## src/rtl/or9_request_arbiter_if.sv

```systemverilog
// Request/grant bundle between up to nine bus masters and the shared-resource arbiter.
// The master side drives the requests; the slave side is the arbiter itself.
interface or9_request_arbiter_if;
    logic [8:0] request;
    logic       enable;
    logic       grant_release;
    logic       any_request;
    logic [8:0] grant;
    logic       grant_valid;
    logic [3:0] grant_index;
    logic       timeout;

    modport master (
        output request,
        output enable,
        output grant_release,
        input  any_request,
        input  grant,
        input  grant_valid,
        input  grant_index,
        input  timeout
    );

    modport slave (
        input  request,
        input  enable,
        input  grant_release,
        output any_request,
        output grant,
        output grant_valid,
        output grant_index,
        output timeout
    );
endinterface

```

## src/rtl/or9_request_arbiter.sv

```systemverilog
// Nine-input round-robin arbiter with per-input bubbles and a bounded grant hold time.
// Define ARB_FIXED_PRIORITY_EN to select the lowest-index request instead of round-robin.
module or9_request_arbiter #(
    parameter logic [8:0] BubblesMask = 9'h000,
    parameter int         MaxHold     = 16
) (
    input  logic                        clock,
    input  logic                        reset,
    or9_request_arbiter_if.slave        bus
);

    typedef enum logic {
        IDLE    = 1'b0,
        GRANTED = 1'b1
    } state_t;

    localparam logic [7:0] HoldLast = 8'(MaxHold - 1);

    state_t     state_reg;
    logic [8:0] grant_reg;
    logic       grant_valid_reg;
    logic [3:0] grant_index_reg;
    logic       timeout_reg;
    logic [3:0] last_reg;
    logic [7:0] hold_cnt_reg;

    logic [8:0] eff;
    logic [3:0] sel_next;
    logic [8:0] sel_onehot;

    genvar gi;

    // Bubble stage: an inverted input makes that requester active-low.
    generate
        for (gi = 0; gi < 9; gi++) begin : g_bubble
            assign eff[gi] = bus.request[gi] ^ BubblesMask[gi];
        end
    endgenerate

    assign bus.any_request = |eff;

`ifdef ARB_FIXED_PRIORITY_EN
    always_comb begin
        sel_next = 4'd0;
        for (int k = 8; k >= 0; k--) begin
            if (eff[k]) begin
                sel_next = 4'(k);
            end
        end
    end
`else
    logic [4:0] cand_sum [9];
    logic [3:0] cand_idx [9];
    logic [8:0] cand_hit;

    // Candidate k is the (k+1)-th index after the last holder, modulo 9.
    generate
        for (gi = 0; gi < 9; gi++) begin : g_rotate
            assign cand_sum[gi] = {1'b0, last_reg} + 5'(gi + 1);
            assign cand_idx[gi] = (cand_sum[gi] >= 5'd9) ? 4'(cand_sum[gi] - 5'd9)
                                                         : cand_sum[gi][3:0];
            assign cand_hit[gi] = eff[cand_idx[gi]];
        end
    endgenerate

    always_comb begin
        sel_next = last_reg;
        for (int k = 8; k >= 0; k--) begin
            if (cand_hit[k]) begin
                sel_next = cand_idx[k];
            end
        end
    end
`endif

    generate
        for (gi = 0; gi < 9; gi++) begin : g_onehot
            assign sel_onehot[gi] = (sel_next == 4'(gi));
        end
    endgenerate

    always_ff @(posedge clock) begin
        if (reset) begin
            state_reg       <= IDLE;
            grant_reg       <= 9'h000;
            grant_valid_reg <= 1'b0;
            grant_index_reg <= 4'd0;
            timeout_reg     <= 1'b0;
            last_reg        <= 4'd8;
            hold_cnt_reg    <= 8'd0;
        end else begin
            timeout_reg <= 1'b0;
            case (state_reg)
                IDLE: begin
                    if (bus.enable && bus.any_request) begin
                        state_reg       <= GRANTED;
                        grant_reg       <= sel_onehot;
                        grant_valid_reg <= 1'b1;
                        grant_index_reg <= sel_next;
                        last_reg        <= sel_next;
                        hold_cnt_reg    <= 8'd0;
                    end
                end
                GRANTED: begin
                    // Release beats timeout, so a holder finishing on its last cycle never sees Timeout.
                    if (bus.grant_release || !eff[grant_index_reg]) begin
                        state_reg       <= IDLE;
                        grant_reg       <= 9'h000;
                        grant_valid_reg <= 1'b0;
                    end else if (hold_cnt_reg == HoldLast) begin
                        state_reg       <= IDLE;
                        grant_reg       <= 9'h000;
                        grant_valid_reg <= 1'b0;
                        timeout_reg     <= 1'b1;
                    end else begin
                        hold_cnt_reg <= hold_cnt_reg + 8'd1;
                    end
                end
                default: begin
                    state_reg       <= IDLE;
                    grant_reg       <= 9'h000;
                    grant_valid_reg <= 1'b0;
                end
            endcase
        end
    end

    assign bus.grant       = grant_reg;
    assign bus.grant_valid = grant_valid_reg;
    assign bus.grant_index = grant_index_reg;
    assign bus.timeout     = timeout_reg;

endmodule

```

## src/flat_wrapper.sv

```systemverilog
// flat-port wrapper written by rule: the top's interface ports become plain ports
module or9_request_arbiter_flat 
#(
    parameter logic [8:0] BubblesMask = 9'h000,
    parameter int         MaxHold     = 16
)
  (clock, reset, bus_request, bus_enable, bus_grant_release, bus_any_request, bus_grant, bus_grant_valid, bus_grant_index, bus_timeout);
  or9_request_arbiter_if bus_i ();
  input  logic clock;
  input  logic reset;
  input wire logic [$bits(bus_i.request)-1:0] bus_request;
  input wire logic [$bits(bus_i.enable)-1:0] bus_enable;
  input wire logic [$bits(bus_i.grant_release)-1:0] bus_grant_release;
  output wire logic [$bits(bus_i.any_request)-1:0] bus_any_request;
  output wire logic [$bits(bus_i.grant)-1:0] bus_grant;
  output wire logic [$bits(bus_i.grant_valid)-1:0] bus_grant_valid;
  output wire logic [$bits(bus_i.grant_index)-1:0] bus_grant_index;
  output wire logic [$bits(bus_i.timeout)-1:0] bus_timeout;
  assign bus_i.request = bus_request;
  assign bus_i.enable = bus_enable;
  assign bus_i.grant_release = bus_grant_release;
  assign bus_any_request = bus_i.any_request;
  assign bus_grant = bus_i.grant;
  assign bus_grant_valid = bus_i.grant_valid;
  assign bus_grant_index = bus_i.grant_index;
  assign bus_timeout = bus_i.timeout;
  or9_request_arbiter #(.BubblesMask(BubblesMask), .MaxHold(MaxHold)) u_core (.clock(clock), .reset(reset), .bus(bus_i));
endmodule
```

## config.mk

```make
export PLATFORM = sky130hd
export DESIGN_NAME = or9_request_arbiter_flat
export DESIGN_NICKNAME = d
export VERILOG_FILES = /design/src/rtl/or9_request_arbiter_if.sv /design/src/rtl/or9_request_arbiter.sv /design/src/flat_wrapper.sv
export SDC_FILE = /design/constraint.sdc
export NUM_CORES = 1
export LEC_CHECK = 0
export ABC_CLOCK_PERIOD_IN_PS = 5450
export BUFFER_PORTS_ARGS = -buffer_cell sky130_fd_sc_hd__buf_2
export CAP_MARGIN = 20
export CORE_MARGIN = 8
export CORE_UTILIZATION = 60
export CTS_CLUSTER_SIZE = 12
export DETAILED_ROUTE_END_ITERATION = 8
export HOLD_SLACK_MARGIN = 0.08
export PLACE_DENSITY_LB_ADDON = 0.25
export SYNTH_ARGS = -nofsm -noshare
export SYNTH_HDL_FRONTEND = slang
export SYNTH_SLANG_ARGS = --single-unit
```

## constraint.sdc

```tcl
create_clock -name clock -period 5.45 [get_ports clock]
set_input_delay 0.8175 -clock clock [delete_from_list [all_inputs] [get_ports clock]]
set_output_delay 0.8175 -clock clock [all_outputs]
set_load 0.02 [all_outputs]
```

==> qor.csv, run 1 <==
stage;metric;value;unit
synthesis;number of distinct library cells after synthesis;92;
critical_path;r2r startpoint;u_core.last_reg[0];
timing;Final Cycle Share;89.7;%
hold_path;hold path start;u_core.bus.grant[5];
clock_network;clk_lat worst skew;0.27;ns
synthesis;post-synthesis simple-gate area fraction;26.5;%
synthesis;largest family of logic cells by synthesized area;compound AO/OA/AOI/OAI gates;
cells_and_area;most frequent cells in the layout;nor2_1, nand2_1, a21oi_1;
die;row count;32;
synthesis;Main synth FF type;dfxtp_1;
routing;wirelength, routed;17600;um
timing;worst-margin pin slew;0.958;ns
critical_path;Worst setup SP type;register;
cells_and_area;layout overhead on the synthesized area;2.82;%
die;die area;11100;um2
hold_path;hold endpoint;u_core.bus.grant[5];
critical_path;R2R setup slack;0.56;ns
die;io pins;29;
critical_path;kind of critical path;register to register;
hold_path;WHS Path Cells;2;
cells_and_area;number of flip-flops under the largest register name;9;
timing;Period minus WS final;4.89;ns
synthesis;Synth warnings;0;
cells_and_area;multi-input logic area;3930;um2
cells_and_area;most common cell after layout, fill and taps aside;nor2_1;
critical_path;CP cell instances;inv_1 -> ha_1 -> clkinv_1 -> buf_4 -> nor2_1 -> mux2_2 -> o311ai_0 -> and2_1 -> a221o_1 -> o211a_1 -> o211ai_2 -> o31ai_2 -> or3_1 -> o41ai_2;
grt;largest net degree at the start of global routing;34;
synthesis;flops & latches, synth;25;
critical_path;Worst Path Max Fanout;21;
critical_path;delay-heaviest family, CP;compound AO/OA/AOI/OAI gates;
timing;Final Max Slew Viols;0;
synthesis;Synth Area in Compound Gates;34.6;%
die;die height;105;um
clock_network;Clock Sinks;25;
cells_and_area;layout cell share with drive strength beyond 1;14.3;%
clock_network;CTS max path bufs;2;
synthesis;post-synthesis mux area share;10.8;%
clock_network;CTS root buf;clkbuf_8;
routing;Vias/cell;7.33;
clock_network;Setup Fix Bufs, Post-CTS;0;
synthesis;Netlist Area Pre-Place;4790;um2
clock_network;cts hold-fix bufs;0;
run_status;status;complete, no violations;
synthesis;number of synthesized flops with an enable pin;0;
clock_network;post-CTS resize count;0;
grt;vias in the first global route;5066;
routing;Routed Antenna Nets;0;
critical_path;Arr. time, crit path;5.06;ns
placement;Inst Count DP;748;
cells_and_area;FF/Latch Area;502;um2
timing;Post-Route Skew;0.00629;ns
grt;global-route wire length before repair;28000;um
clock_network;Reg clk slew, reported paths;0.09;ns
routing;wire per inst;23.5;um
synthesis;Synth Area in Adders;5.23;%
clock_network;CTS Buf Count;3;
timing;Setup TNS;0;ns
cells_and_area;ant diodes;0;
cells_and_area;Fillers;725;
hold_path;Hold Path Class;register to register;
critical_path;critical path required time;5.63;ns
clock_network;H-tree depth;1;
routing;Remaining DRCs;0;
critical_path;worst reg2reg endpoint;u_core.bus.grant[8];
cells_and_area;fin nets;684;
die;die width;105;um
run;Max-Cap Viols;0;
die;Starting Density;62.0;%
placement;DP Wirelength;12900;um
synthesis;post-synthesis async set-or-reset flop share;0;%
critical_path;number of buffers and inverters on the critical path;3;
cells_and_area;fin cells;752;
timing;endpoints failing setup;0;
routing;initial drt markers;652;
grt;initial antenna violation count;0;
grt;gr usage total;30.8;%
critical_path;Setup crit end kind;register;
placement;final RePlAce weighted congestion;1.09;
timing;Final Hold Fails;0;
critical_path;Crit-path slowest cell;ha_1;
synthesis;Mapped Cells;658;
critical_path;Worst Reg-to-Reg Cells;14;
timing;slew margin rel.;35.3;%
synthesis;sequential fraction of the synthesis area;10.5;%
clock_network;CTS tree;built;
synthesis;XOR/XNOR Fraction of Synth Area;4.89;%
timing;RSZ-0062 raised after global routing;no;
placement;number of port buffers;28;
critical_path;CP max stage delay;0.87;ns
routing;vias;5515;
routing;drt first pass iters;6;
timing;Max Clock Freq;0.205;GHz
die;core area;7730;um2
synthesis;Synth Area per Inst;7.28;um2
grt;total gr overflow;0;
synthesis;syn nets;691;
## synthesized netlist by cell type (4+ instances only)
master	instances	share of area [%]
nor2_1	68	5.3
nand2_1	54	4.2
a21oi_1	43	4.5
o21ai_0	30	3.1
mux2i_1	29	6.1
dfxtp_1	25	10
ha_1	20	5.2
nor3_1	20	2.1
buf_2	19	2.0
xnor2_1	17	3.1
clkbuf_1	15	1.2
nand2b_1	15	2.0
o31ai_1	15	2.4
and3_1	14	1.8
inv_1	14	1.1
nand4_1	14	1.8
nand3_1	13	1.4
o211ai_1	13	2.0
buf_4	10	1.6
a31oi_1	9	1.2
a211oi_1	8	1.3
buf_1	7	0.55
mux2_2	7	1.6
nor2b_1	7	0.91
o2111ai_1	7	1.3
o21a_1	7	1.1
and2_1	6	0.78
mux4_2	6	2.8
nor4_1	6	0.78
xor2_1	6	1.1
a211o_1	5	0.91
o211a_1	5	1.0
o21ai_1	5	0.52
o22ai_1	5	0.65
a21o_1	4	0.63
a22oi_1	4	0.63
a311oi_1	4	0.73
nand3b_1	4	0.63
o41ai_1	4	0.73
or3_1	4	0.52
## worst min-delay path, cell delays in order (launching register included)
cell and delay (ns):
dfxtp_1 0.33, nand2_1 0.05, o31ai_1 0.05
## metrics by stage
step / hold WS [ns] / setup slack [ns] / util, % / instance area, um2
floorplan: 0.458 / 1.35 / - / 4790
global placement: 0.433 / 0.847 / 63.1 / 4880
detailed placement: 0.436 / 0.752 / 63.1 / 4880
CTS: 0.457 / 0.732 / 63.7 / 4920
global route: 0.478 / 0.423 / 63.7 / 4920
finish: 0.454 / 0.562 / 63.7 / 4920
## final cells by class
type | instances | area share, %
clock buffer | 4 | 0.915
inverter | 18 | 1.37
multi-input combinational | 560 | 79.8
sequential | 25 | 10.2
tap | 102 | 2.59
timing repair buffer | 43 | 5.13
## cell families (layout without fill, tap and decap cells)
family / count (synthesis) / in the layout
muxes: 43 / 43
xor gates and xnor gates: 25 / 25
adders and majority gates: 20 / 20
DFF: 25 / 25
buffers and inverters: 73 / 65
and+or+nand+nor: 249 / 249
AOI/OAI and AO/OA: 223 / 223
## routing by layer
| metal | up-vias | track usage [%] | share of wire [%] |
|---|---|---|---|
| met5 | - | 0 | 0 |
| met4 | 0 | 14.8 | 5.2 |
| met3 | 79 | 4.81 | 11 |
| met2 | 402 | 46.0 | 42 |
| met1 | 2555 | 42.3 | 41 |
| li1 | 2479 | - | - |
## worst max path at each step
stage	to	slack, ns	cells past startpoint	start
global route	u_core.bus.grant[8]	0.42	13	u_core.last_reg[0]
global placement	u_core.bus.grant[8]	0.85	14	u_core.last_reg[0]
floorplan	u_core.bus.grant[3]	1.35	19	u_core.last_reg[0]
detailed placement	u_core.bus.grant[8]	0.75	14	u_core.last_reg[0]
finish	u_core.bus.grant[8]	0.56	14	u_core.last_reg[0]
CTS	u_core.bus.grant[8]	0.73	14	u_core.last_reg[0]
Power of run 1 is not shown: default switching activity piles up to over one toggle a cycle in this logic, so the estimate is an artifact.
==> inputs of run 2 (changes only) <==
Settings changed: ABC_AREA from default to 1.
==> run 2 against run 1 <==
Compared with the run above: cell area fell by 18%; area after synthesis fell by 20%; fmax rose by 21%; die area fell by 17%; highest routed layer unchanged; sequential share of layout area rose by 2.2 points; via count fell by 20%; non-clock buffer count fell by 13; cell count fell by 2.5%; synthesized cell count fell by 3.8%.
==> qor.csv, run 2 <==
stage;metric;value;unit;change
clock_network;Reg clk slew, reported paths;0.09;ns;about the same
cells_and_area;layout cell share with drive strength beyond 1;20.6;%;was 14.3%
clock_network;CTS root buf;clkbuf_8;;unchanged
critical_path;critical path required time;5.66;ns;was 5.63 ns
synthesis;Mapped Cells;633;;was 658
critical_path;CP max stage delay;0.70;ns;was 0.87 ns
timing;Setup TNS;0;ns;unchanged
clock_network;H-tree depth;1;;unchanged
timing;Final Max Slew Viols;0;;unchanged
grt;largest net degree at the start of global routing;30;;was 34
grt;global-route wire length before repair;19100;um;was 28000 um
synthesis;Main synth FF type;dfxtp_1;;unchanged
die;Starting Density;61.2;%;was 62.0%
critical_path;Worst Reg-to-Reg Cells;24;;was 14
grt;grt met1 use;33.9;%;was 42.3%
timing;endpoints failing setup;0;;unchanged
synthesis;post-synthesis async set-or-reset flop share;0;%;unchanged
synthesis;count leader, synth;nand2_1;;was nor2_1
timing;Post-Route Skew;0.00483;ns;was 0.00629 ns
timing;Final Cycle Share;74.2;%;was 89.7%
routing;Vias/cell;6.05;;was 7.33
critical_path;r2r startpoint;u_core.last_reg[1];;was u_core.last_reg[0]
run_status;status;complete, no violations;;unchanged
clock_network;cts hold-fix bufs;0;;unchanged
critical_path;CP cell instances;inv_2 -> ha_1 -> nand2_1 -> inv_1 -> nand3_2 -> nand2_2 -> nand2_4 -> o21ai_0 -> nand3_1 -> nand3_1 -> nand3_2 -> nand2_2 -> nor2_1 -> nand2_1 -> nand2_1 -> nand2_1 -> nand2_1 -> nand2_1 -> nand3_1 -> nand2_1 -> nand2_4 -> a21oi_2 -> nand2_1 -> a21oi_2;;was inv_1 -> ha_1 -> clkinv_1 -> buf_4 -> nor2_1 -> mux2_2 -> o311ai_0 -> and2_1 -> a221o_1 -> o211a_1 -> o211ai_2 -> o31ai_2 -> or3_1 -> o41ai_2
synthesis;Synth area leader;nand2_1;;was dfxtp_1
die;core area;6280;um2;was 7730 um2
cells_and_area;ant diodes;0;;unchanged
critical_path;Worst setup SP type;register;;unchanged
grt;busiest metal layer after global routing;met2;;unchanged
cells_and_area;most common cell after layout, fill and taps aside;nand2_1;;was nor2_1
timing;Final Hold Fails;0;;unchanged
synthesis;Netlist Area Pre-Place;3840;um2;was 4790 um2
synthesis;synth cell count leaders;nand2_1, nand3_1, inv_1;;was nor2_1, nand2_1, a21oi_1
routing;wirelength, routed;11800;um;was 17600 um
cells_and_area;layout overhead on the synthesized area;5.08;%;was 2.82%
synthesis;Synth warnings;0;;unchanged
clock_network;clk_lat worst skew;0.27;ns;about the same
routing;Routed Antenna Nets;0;;unchanged
clock_network;CTS max path bufs;2;;unchanged
timing;Max Clock Freq;0.247;GHz;was 0.205 GHz
critical_path;worst reg2reg endpoint;u_core.bus.grant[7];;was u_core.bus.grant[8]
critical_path;critical path endpoint;u_core.bus.grant[7];;was u_core.bus.grant[8]
clock_network;post-CTS resize count;0;;unchanged
die;die area;9220;um2;was 11100 um2
hold_path;Hold Path Class;register to register;;unchanged
grt;total gr overflow;0;;unchanged
critical_path;kind of critical path;register to register;;unchanged
routing;vias;4438;;was 5515
routing;wire per inst;16.0;um;was 23.5 um
grt;vias in the first global route;4136;;was 5066
placement;DP Wirelength;9120;um;was 12900 um
grt;met2 Use GR;41.9;%;was 46.0%
synthesis;Synth Area per Inst;6.07;um2;was 7.28 um2
die;row count;29;;was 32
placement;final RePlAce weighted congestion;1.01;;was 1.09
die;die height;96;um;was 105 um
timing;Period minus WS final;4.05;ns;was 4.89 ns
timing;slew margin rel.;60.1;%;was 35.3%
critical_path;Worst Path Max Fanout;15;;was 21
clock_network;CTS Buf Count;3;;unchanged
routing;initial drt markers;424;;was 652
synthesis;flops & latches, synth;25;;unchanged
routing;Remaining DRCs;0;;unchanged
synthesis;number of distinct library cells after synthesis;46;;was 92
synthesis;number of synthesized flops with an enable pin;0;;unchanged
grt;gr usage total;25.7;%;was 30.8%
cells_and_area;fin nets;690;;was 684
critical_path;Setup crit end kind;register;;unchanged
synthesis;Synth area leaders;nand2_1, dfxtp_1, nand3_1, inv_1, ha_1;;was dfxtp_1, mux2i_1, nor2_1, ha_1, a21oi_1
timing;worst-margin pin slew;0.598;ns;was 0.958 ns
clock_network;Setup Fix Bufs, Post-CTS;0;;unchanged
grt;initial antenna violation count;0;;unchanged
routing;drt first pass iters;7;;was 6
critical_path;R2R setup slack;1.40;ns;was 0.56 ns
clock_network;CTS tree;built;;unchanged
critical_path;critical path startpoint;u_core.last_reg[1];;was u_core.last_reg[0]
die;io pins;29;;unchanged
critical_path;cell mode on critical path;nand2_1;;
timing;RSZ-0062 raised after global routing;no;;unchanged
synthesis;sequential fraction of the synthesis area;13.0;%;was 10.5%
placement;number of port buffers;28;;unchanged
grt;GR Util met3;3.74;%;was 4.81%
cells_and_area;most frequent cells in the layout;nand2_1, nand3_1, inv_1;;was nor2_1, nand2_1, a21oi_1
die;die width;96;um;was 105 um
cells_and_area;number of flip-flops under the largest register name;9;;unchanged
clock_network;Clock Sinks;25;;unchanged
critical_path;Crit-path slowest cell;ha_1;;unchanged
synthesis;post-synth top area share;17.3;%;was 10.5%
synthesis;syn nets;666;;was 691
run;Max-Cap Viols;0;;unchanged
critical_path;Arr. time, crit path;4.26;ns;was 5.06 ns
-- run 2: cell types whose count changed after synthesis, moves of 18 or more --
cell	before	now
nand2_2	1	25
inv_1	14	67
buf_2	19	1
mux2i_1	29	0
a21oi_1	43	13
nor2_1	68	39
nand2_1	54	177
nand3_1	13	87
-- run 2: worst min path at each step --
stage                           start  slack [ns]  cells past startpoint                     end
6_report          u_core.bus.grant[2]        0.48                      2     u_core.bus.grant[2]
5_1_grt           u_core.bus.grant[4]        0.50                      2     u_core.bus.grant[4]
4_1_cts           u_core.bus.grant[2]        0.48                      2     u_core.bus.grant[2]
3_5_place_dp      u_core.bus.grant[5]        0.47                      2     u_core.bus.grant[5]
3_3_place_gp      u_core.bus.grant[0]        0.46                      2     u_core.bus.grant[0]
2_1_floorplan  u_core.hold_cnt_reg[0]        0.45                      2  u_core.hold_cnt_reg[0]
-- run 2: worst max-delay path: cells and delay by family (launching register included) --
family	cells	cell delay (ns)
and+or+nand+nor	18	1.63
adders and majority gates	1	0.70
DFF	1	0.68
AOI/OAI and AO/OA	3	0.52
buffers and inverters	2	0.44
-- run 2: cell families (layout without fill, tap and decap cells) --
group | Yosys count | after routing | share of synthesized area [%]
AO/OA/AOI/OAI | 101 | 101 | 17.2
multiplexers | 1 | 1 | 0.293
flip-flops | 25 | 25 | 13.0
XOR/XNOR | 10 | 10 | 2.87
adder cells (fa/ha/maj) | 20 | 20 | 6.52
AND/OR/NAND/NOR | 384 | 384 | 49.4
buffers and inverters | 92 | 115 | 10.7
-- run 2: routing by layer --
| layer | wire [um] | up-vias | part of all wire [%] |
|---|---|---|---|
| li1 | - | 2142 | - |
| met1 | 5050 | 1990 | 43 |
| met2 | 5180 | 261 | 44 |
| met3 | 1230 | 45 | 10 |
| met4 | 293 | 0 | 2.5 |
| met5 | 0 | - | 0 |
-- run 2: per-stage QoR --
| step | hold slack, ns | instance area [um2] | std cells | setup WS [ns] | utilization (%) |
|---|---|---|---|---|---|
| floorplan | 0.453 | 3840 | 633 | 2.35 | - |
| global placement | 0.464 | 3990 | 729 | 1.65 | 63.6 |
| detailed placement | 0.468 | 3990 | 729 | 1.50 | 63.6 |
| CTS | 0.481 | 4040 | 733 | 1.46 | 64.3 |
| global route | 0.498 | 4040 | 733 | 0.945 | 64.3 |
| finish | 0.480 | 4040 | 733 | 1.40 | 64.3 |
-- run 2: layout make-up --
type | count | area [um2]
multi-input cells | 516 | 2930
fillers | 620 | 2240
flip-flops and latches | 25 | 500
inverters | 81 | 310
repair buffers | 30 | 155
well taps | 77 | 96.3
clock buffers | 4 | 45.0
Power of run 2 is left out for the same reason.
